`config.mk`:
```
export PLATFORM = sky130hd
export DESIGN_NAME = block_shifter_scheduler
export DESIGN_NICKNAME = d
export VERILOG_FILES = /design/src/rtl/block_shifter_scheduler.sv
export SDC_FILE = /design/constraint.sdc
export NUM_CORES = 1
export LEC_CHECK = 0
export ABC_AREA = 1
export CORE_AREA = 2 2 246 248
export DETAILED_ROUTE_END_ITERATION = 8
export DIE_AREA = 0 0 248 250
export DONT_BUFFER_PORTS = 1
export PLACE_DENSITY_LB_ADDON = 0.08
export RECOVER_POWER = 50
export SLEW_MARGIN = 20
export SYNTH_ARGS = -nofsm -noshare
export SYNTH_HDL_FRONTEND = slang
export SYNTH_SLANG_ARGS = --single-unit
```
`constraint.sdc`:
```
create_clock -name clk -period 4.15 [get_ports clk]
set_input_delay 1.245 -clock clk [delete_from_list [all_inputs] [get_ports clk]]
set_output_delay 1.245 -clock clk [all_outputs]
set_load 0.02 [all_outputs]
```
`src/rtl/block_shifter_scheduler.sv`:
```
// block_shifter_scheduler: round-robin pairing of NUM_REQ block producers onto the two shifter input slots.
module block_shifter_scheduler #(
  parameter int BLOCK_SIZE     = 64,
  parameter int MAX_NUM_BLOCKS = 1,
  parameter int NUM_REQ        = 4
) (
  input  logic                                                  clk,
  input  logic                                                  rst_n,
  input  logic                                                  i_start,
  input  logic [NUM_REQ-1:0]                                    i_req_valid,
  output logic [NUM_REQ-1:0]                                    o_req_ready,
  input  logic [NUM_REQ-1:0][MAX_NUM_BLOCKS-1:0][BLOCK_SIZE-1:0] i_req_data,
  input  logic [NUM_REQ-1:0][31:0]                              i_req_num,
  input  logic [NUM_REQ-1:0]                                    i_req_last,
  input  logic                                                  i_ready_4_output,
  output logic [1:0]                                            o_out_valid,
  output logic [1:0][MAX_NUM_BLOCKS-1:0][BLOCK_SIZE-1:0]       o_out_data,
  output logic [1:0][31:0]                                      o_out_num,
  output logic [1:0]                                            o_out_last,
  output logic                                                  o_done,
  output logic [31:0]                                           o_pair_count
);
  localparam int PW = NUM_REQ > 1 ? $clog2(NUM_REQ) : 1;
  typedef enum logic [1:0] {IDLE, RUN, FLUSH, DONE} state_t;
  state_t r_state, w_state_nxt;
  logic [PW-1:0] r_ptr, w_a, w_b, w_lst, w_sel;
  logic w_a_ok, w_b_ok, w_load, w_clr, w_acc, w_start;
  logic [NUM_REQ-1:0] r_done_mask, w_elig, w_mask_nxt;
  logic [31:0] r_pair_count;
  logic [1:0] r_out_valid, r_out_last, w_sv, w_sl;
  logic [1:0][31:0] r_out_num, w_sn;
  logic [1:0][MAX_NUM_BLOCKS-1:0][BLOCK_SIZE-1:0] r_out_data, w_sd;
  assign w_load = r_state == RUN && (~|r_out_valid || i_ready_4_output);
  assign w_clr = r_state == FLUSH && (~|r_out_valid || i_ready_4_output);
  assign w_acc = |r_out_valid && i_ready_4_output;
  assign w_start = i_start && (r_state == IDLE || r_state == DONE);
  assign w_elig = i_req_valid & ~r_done_mask;
  assign w_mask_nxt = r_done_mask | (o_req_ready & i_req_last);
  assign w_lst = w_b_ok ? w_b : w_a;
  assign w_state_nxt = w_start ? RUN : (r_state == RUN && &w_mask_nxt) ? FLUSH : w_clr ? DONE : r_state;
  always_comb begin
    logic [PW-1:0] j;
    j = '0;
    w_a_ok = 1'b0;
    w_b_ok = 1'b0;
    w_a = '0;
    w_b = '0;
    for (int k = 0; k < NUM_REQ; k++) begin
      j = PW'((int'(r_ptr) + k) % NUM_REQ);
      if (w_elig[j] && !w_a_ok) begin
        w_a_ok = 1'b1;
        w_a = j;
      end else if (w_elig[j] && !w_b_ok) begin
        w_b_ok = 1'b1;
        w_b = j;
      end
    end
  end
  always_comb begin
    o_req_ready = '0;
    for (int i = 0; i < NUM_REQ; i++)
      o_req_ready[i] = w_load && ((w_a_ok && w_a == PW'(i)) || (w_b_ok && w_b == PW'(i)));
  end
  // Unpicked slots carry the empty-slot encoding: valid 0, num 0, last 1, data 0.
  always_comb begin
    w_sv = '0;
    w_sl = '1;
    w_sn = '0;
    w_sd = '0;
    w_sel = w_a;
    for (int s = 0; s < 2; s++) begin
      w_sel = s == 0 ? w_a : w_b;
      w_sv[s] = w_load && (s == 0 ? w_a_ok : w_b_ok);
      if (w_sv[s]) begin
        w_sn[s] = i_req_num[w_sel] > 32'(MAX_NUM_BLOCKS) ? 32'(MAX_NUM_BLOCKS) : i_req_num[w_sel];
        w_sl[s] = i_req_last[w_sel];
        for (int b = 0; b < MAX_NUM_BLOCKS; b++)
          w_sd[s][b] = 32'(b) < w_sn[s] ? i_req_data[w_sel][b] : '0;
      end
    end
  end
  always_ff @(posedge clk) begin
    if (!rst_n) r_state <= IDLE;
    else r_state <= w_state_nxt;
  end
  always_ff @(posedge clk) begin
    if (!rst_n) begin
      r_ptr <= '0;
      r_done_mask <= '0;
      r_pair_count <= '0;
      r_out_valid <= '0;
      r_out_data <= '0;
      r_out_num <= '0;
      r_out_last <= '1;
    end else begin
      r_done_mask <= w_start ? '0 : w_mask_nxt;
      r_pair_count <= w_start ? '0 : r_pair_count + 32'(w_acc);
      if (w_load && w_a_ok) r_ptr <= w_lst == PW'(NUM_REQ - 1) ? '0 : w_lst + 1'b1;
      if (w_load || w_clr) begin
        r_out_valid <= w_sv;
        r_out_data <= w_sd;
        r_out_num <= w_sn;
        r_out_last <= w_sl;
      end
    end
  end
  assign o_out_valid = r_out_valid;
  assign o_out_data = r_out_data;
  assign o_out_num = r_out_num;
  assign o_out_last = r_out_last;
  assign o_done = r_state == DONE;
  assign o_pair_count = r_pair_count;
endmodule

```
== Yosys cells after proc, flatten, opt, wreduce, memory -nomap -nowiden ==
Index checks and enable logic that the tools add are counted.

* Register bits after elaboration: 236
* Input port bits: 396
* Output and inout bits: 233

* Add/sub/neg operators: 5
* $lt $le $gt $ge: 10
* Equality and inequality tests: 10
* Muxes and demuxes: 57
* Bitwise gates (word level): 5
* Reduce and logical (&&, ||, !) cells: 47

{| class="wikitable"
|+ Operator list
! cell !! count
|-
| $mux 64 || 6
|-
| $bmux 64 s2 || 2
|-
| $mux 32 || 6
|-
| $bmux 32 s2 || 2
|-
| $gt 32x1->1 const B || 2
|-
| $lt 1x32->1 const A || 2
|-
| $add 32x1->32 || 1
|-
| $mux 2 || 15
|-
| $logic_and 1x1->1 || 25
|-
| $mux 1 || 20
|-
| $lt 2x3->1 const B || 6
|-
| $eq 2x2->1 const B || 7
|-
| $bmux 1 s2 || 6
|-
| $and 4x4->4 || 2
|-
| $logic_not 1->1 || 7
|-
| $logic_or 1x1->1 || 7
|-
| $eq 2x1->1 const B || 3
|-
| $logic_not 2->1 || 3
|-
| $add 2x1->2 const B || 2
|-
| $add 2x2->2 const B || 2
|-
| $not 4->4 || 1
|-
| $or 4x4->4 || 1
|-
| $reduce_and 4->1 || 1
|-
| $reduce_or 2->1 || 2
|-
| 3 further kinds || 3
|}

== Depth between registers and ports, before layout ==
* Word-level depth: 28
* Mapped depth: 26
* Mapped depth without buffers: 22

== Worst setup path before layout ==
Ideal clock, no wire load.

* Path type: input to output
* Start: input i_req_valid[3]
* End: output o_req_ready[2]
* Arrival time: 2.994 ns
* Required time: 2.905 ns
* Slack: -0.089 ns
* Cell stages on the path: 15
* Cell sequence: nand3_1 nand2_2 nand2_1 nand2_1 nand2_1 nand2_1 nand2_1 nand3_1 nand2_2 nand2_2 buf_6 buf_6 buf_2 nand2_1 a21oi_1

* Word-level cells in the longest chain between the ends: 21
* Elaborated cells between the ends (all ways): 49

{| class="wikitable"
|+ RTL lines
! what !! line !! text
|-
| start, declared || 10 || <nowiki>input logic [NUM_REQ-1:0] i_req_valid,</nowiki>
|-
| $and 4x4->4 * || 37 || <nowiki>assign w_elig = i_req_valid & ~r_done_mask;</nowiki>
|-
| $bmux 1 s2 || 50, 53 ||
|-
| $mux 1 (implied by the code) || 50, 53 ||
|-
| $mux 1 || 50, 53 ||
|-
| $mux 1 || 50 || <nowiki>if (w_elig[j] && !w_a_ok) begin</nowiki>
|-
| $logic_not 1->1 || 53 || <nowiki>end else if (w_elig[j] && !w_b_ok) begin</nowiki>
|-
| $logic_and 1x1->1 || 53 ||
|-
| $mux 1 || 53 ||
|-
| [... 5 more ...] || -- ||
|-
| $logic_not 1->1 || 53 ||
|-
| $logic_and 1x1->1 || 53 ||
|-
| $mux 2 || 53 ||
|-
| $mux 2 || 50 ||
|-
| $eq 2x2->1 || 62 || <nowiki>o_req_ready[i] = w_load && ((w_a_ok && w_a == PW'(i)) || (w_b_ok && w_b == PW'(i)));</nowiki>
|-
| $logic_and 1x1->1 || 62 ||
|-
| $logic_or 1x1->1 * || 62 ||
|-
| $logic_and 1x1->1 * || 62 ||
|-
| end, declared || 11 || <nowiki>output logic [NUM_REQ-1:0] o_req_ready,</nowiki>
|}

Every way passes the cells marked *; elsewhere a longest branch is shown, timed or not. The select of a mux whose other input is x is not followed.

== Worst setup path after layout ==
* Start: input i_req_valid[1]
* End: output o_req_ready[1]

* Word-level cells in the longest chain between the ends: 21
* Elaborated cells between the ends (all ways): 49

{| class="wikitable"
|+ RTL lines
! what !! line
|-
| $and 4x4->4 * || 37
|-
| $bmux 1 s2 || 50, 53
|-
| $mux 1 (implied by the code) || 50, 53
|-
| $mux 1 || 50, 53
|-
| $mux 1 || 50
|-
| $logic_not 1->1 || 53
|-
| $logic_and 1x1->1 || 53
|-
| $mux 1 || 53
|-
| [... 5 more ...] || --
|-
| $logic_not 1->1 || 53
|-
| $logic_and 1x1->1 || 53
|-
| $mux 2 || 53
|-
| $mux 2 || 50
|-
| $eq 2x1->1 || 62
|-
| $logic_and 1x1->1 || 62
|-
| $logic_or 1x1->1 * || 62
|-
| $logic_and 1x1->1 * || 62
|}

Marks and branches as above.

==> flow_summary_export.csv <==
group,metric,value,unit
pwr,vdd_drop_max,0.6356,mV
grt,grt_max_degree,98,
clock_tree,clock_sinks,236,
timing,maxSlewViolCount,14,
timing,setup_slack,88.10,ps
synthesis,avgSynthCellArea,6.031,µm²
clock_tree,clk-insertion-delay-late,600,ps
detailed_routing,wl_per_cell,23.55,µm
synthesis,synth_seq_cells,236,
clock_tree,ctsHtreeMaxLevel,1,
worst_setup_path,r2r-start,"r_ptr[0]",
cells_and_area,syn2layout_area_growth,13.89,%
floorplanning,rows,90,
cells_and_area,drive_above_1_share,7.243,%
timing,worst_slew_pin_slew,1963,ps
detailed_routing,ant_nets,0,
outcome,violations,"max-capacitance violations, max-slew violations",
clock_tree,clkTransAtPathRegs,50,ps
detailed_routing,vias,16570,
timing,setup_viol,0,
flow_run,maxCapViolCount,1,
grt,antenna_found_initial,3,
synthesis,synth_top_cell_by_area,"dfxtp_1",
pwr,power_density,1021,mW/mm²
worst_setup_path,startpoint,"i_req_valid[1]",
clock_tree,numCtsBuffers,31,
detailed_routing,wirelength,75.44,mm
hold_path,worstHoldStart,"r_done_mask[3]",
timing,final.period_utilization,97.88,%
grt,grt_busiest_layer,"met2",
placed_design,placed_cells,3137,
hold_path,hold_path.class,"flip-flop to flip-flop",
cells_and_area,nets,2794,
synthesis,yosysUniqueCellTypes,39,
clock_tree,holdBufCountCts,0,
grt,grt-ovfl-total,0,
worst_setup_path,arrival,2820,ps
synthesis,ys_top_cells_by_count,"701 x nand2_1, 331 x nor2_1, 236 x dfxtp_1",
synthesis,synthTopCellsByArea,"dfxtp_1 32%, nand2_1 18%, nor2_1 8.4%",
detailed_routing,drc,0,
synthesis,syn_area,0.01488,mm²
synthesis,yosysTopAreaCellShare,31.75,%
timing,whs,503.4,ps
detailed_routing,vias_per_cell,5.175,
synthesis,ys_dominant_reg_cell,"dfxtp_1",
grt,grt.total_usage,22.92,%
clock_tree,root_buffer,"clkbuf_16",
timing,slew_headroom,-31.34,%
worst_setup_path,startpoint_type,"input pin",
detailed_routing,drt-initial-drc-count,1175,
detailed_routing,firstDrtPassIters,6,
worst_setup_path,crit_type,"input pin to output pin",
placed_design,hpwl,53.60,mm
grt,met2_usage,38.66,%
floorplanning,start_util,24.98,%
placed_design,portBuffers,0,
floorplanning,die_area,0.06200,mm²
grt,met3_usage,7.721,%
grt,first_global_vias,15510,
worst_setup_path,required,2900,ps
placed_design,dp_slack,-245.7,ps
timing,skew,20.01,ps
clock_tree,cts_tree,"built",
floorplanning,core,0.05957,mm²
floorplanning,die_h,250,µm
timing,fmax,0.2462,GHz
placed_design,place_congestion,0.9224,
grt,grt_pass1_wl,107.8,mm
cells_and_area,fin_cells,3203,
synthesis,yosysSeqAreaShare,31.75,%
pwr,p_total,17.31,mW
timing,rsz0062_at_grt,"false",
worst_setup_path,path_max_fanout,9,
outcome,status,"complete, but fails checks",
floorplanning,io_pins,629,
clock_tree,cts_buffer_depth,3,
worst_setup_path,cp-end-kind,"output pin",
grt,use_met1,27.56,%
synthesis,synthCells,2467,
timing,finalHoldViolations,0,
timing,fin_crit,4062,ps
synthesis,synth_most_common_cell,"nand2_1",
synthesis,synth_edf_count,0,
synthesis,syn_nets,2868,
synthesis,synthArstFlopShare,0,%
cells_and_area,nFillCells,6666,
floorplanning,die_w,248,µm
pwr,p_leak,6.611,nW
synthesis,ys_warn_count,0,
per-layer routing:
metal	vias up	part of all wire, %
li1	8006	-
met1	7783	39
met2	681	47
met3	104	11
met4	0	2.5
met5	-	0
registers in the layout, summed over array words and instances, names as in the netlist:
| signal | flops |
|---|---|
| r_state | 2 |
| r_ptr | 2 |
| o_out_last | 2 |
| o_out_valid | 2 |
| o_out_num | 64 |
| o_out_data | 128 |
| o_pair_count | 32 |
| r_done_mask | 4 |
layout make-up:
cell class / count / area (µm²) / share of cell area (%)
diodes: 5 / 12.51 / 0.07383
flip-flops and latches: 236 / 4730 / 27.91
well taps: 782 / 978.4 / 5.774
clock inverters: 15 / 121.4 / 0.7162
inverters: 114 / 441.7 / 2.606
repair buffers: 82 / 902.1 / 5.323
multi-input cells: 1928 / 8887 / 52.44
clock buffers: 41 / 873.3 / 5.154
worst max-delay path: stages:
cell     delay (ps)
nand3_1         110
nand2_1         140
nand2_1          90
nand2_2         100
nand2_2         100
buf_4           140
nand2_1          50
nand2_1          80
nand2_4         110
nand2_8          90
inv_4           100
nand2_1          70
a21oi_2         230
buf_6           170
report_power, final:
part	switching (mW)	internal [mW]
logic	7.38	3.66
clock network	1.12	1.53
registers	0.929	2.68
stage by stage:
step / util (%) / cell area (µm²) / setup TNS [ps]
detailed placement: 26.68 / 15890 / -13540
global route: 28.45 / 16950 / 0
global placement: 26.68 / 15890 / -16160
finish: 28.45 / 16950 / 0
floorplan: - / 14890 / 0
CTS: 28.36 / 16890 / 0
cells in the final DEF, fill, tap and decap left out, types with 5 or more instances in the layout:
cell type,count
a211oi_1,7
a21oi_1,228
buf_12,24
buf_4,52
clkbuf_1,8
clkbuf_16,31
clkbuf_8,6
clkinv_2,11
dfxtp_1,234
diode_2,5
ha_1,5
inv_1,106
nand2_1,690
nand2_2,14
nand3_1,175
nand4_1,5
nor2_1,331
nor3_1,71
nor3b_1,5
nor4_1,5
o21ai_0,197
o21ai_1,27
o21bai_1,61
o221ai_1,6
o22ai_1,62
xor2_1,6
cells by family (layout without fill, tap and decap cells):
kind of cell,count (synthesis),after routing,synth area share [%]
AND/OR/NAND/NOR,1315,1315,36.04
AO/OA/AOI/OAI,599,599,22.14
buffers and inverters,303,252,9.065
flip-flops,236,236,31.75
XOR/XNOR,9,9,0.5803
adder cells (fa/ha/maj),5,5,0.4205
other,0,5,0
final timing paths:
check / endpoint / slack, ps / cells after the start
min: r_done_mask[3] / 500 / 2
max: o_req_ready[1] / 90 / 14
min reg2reg: r_done_mask[3] / 500 / 2
max reg2reg: o_out_data[120] / 430 / 22
what timing repair did:
item | 4_1_cts | 5_1_grt
pin swaps | 0 | 4
gates resized for setup | 3 | 11
endpoints found under the setup margin | 4 | 4
buffers inserted | 0 | 5
No activity file was read; power rests on OpenSTA's default activity.
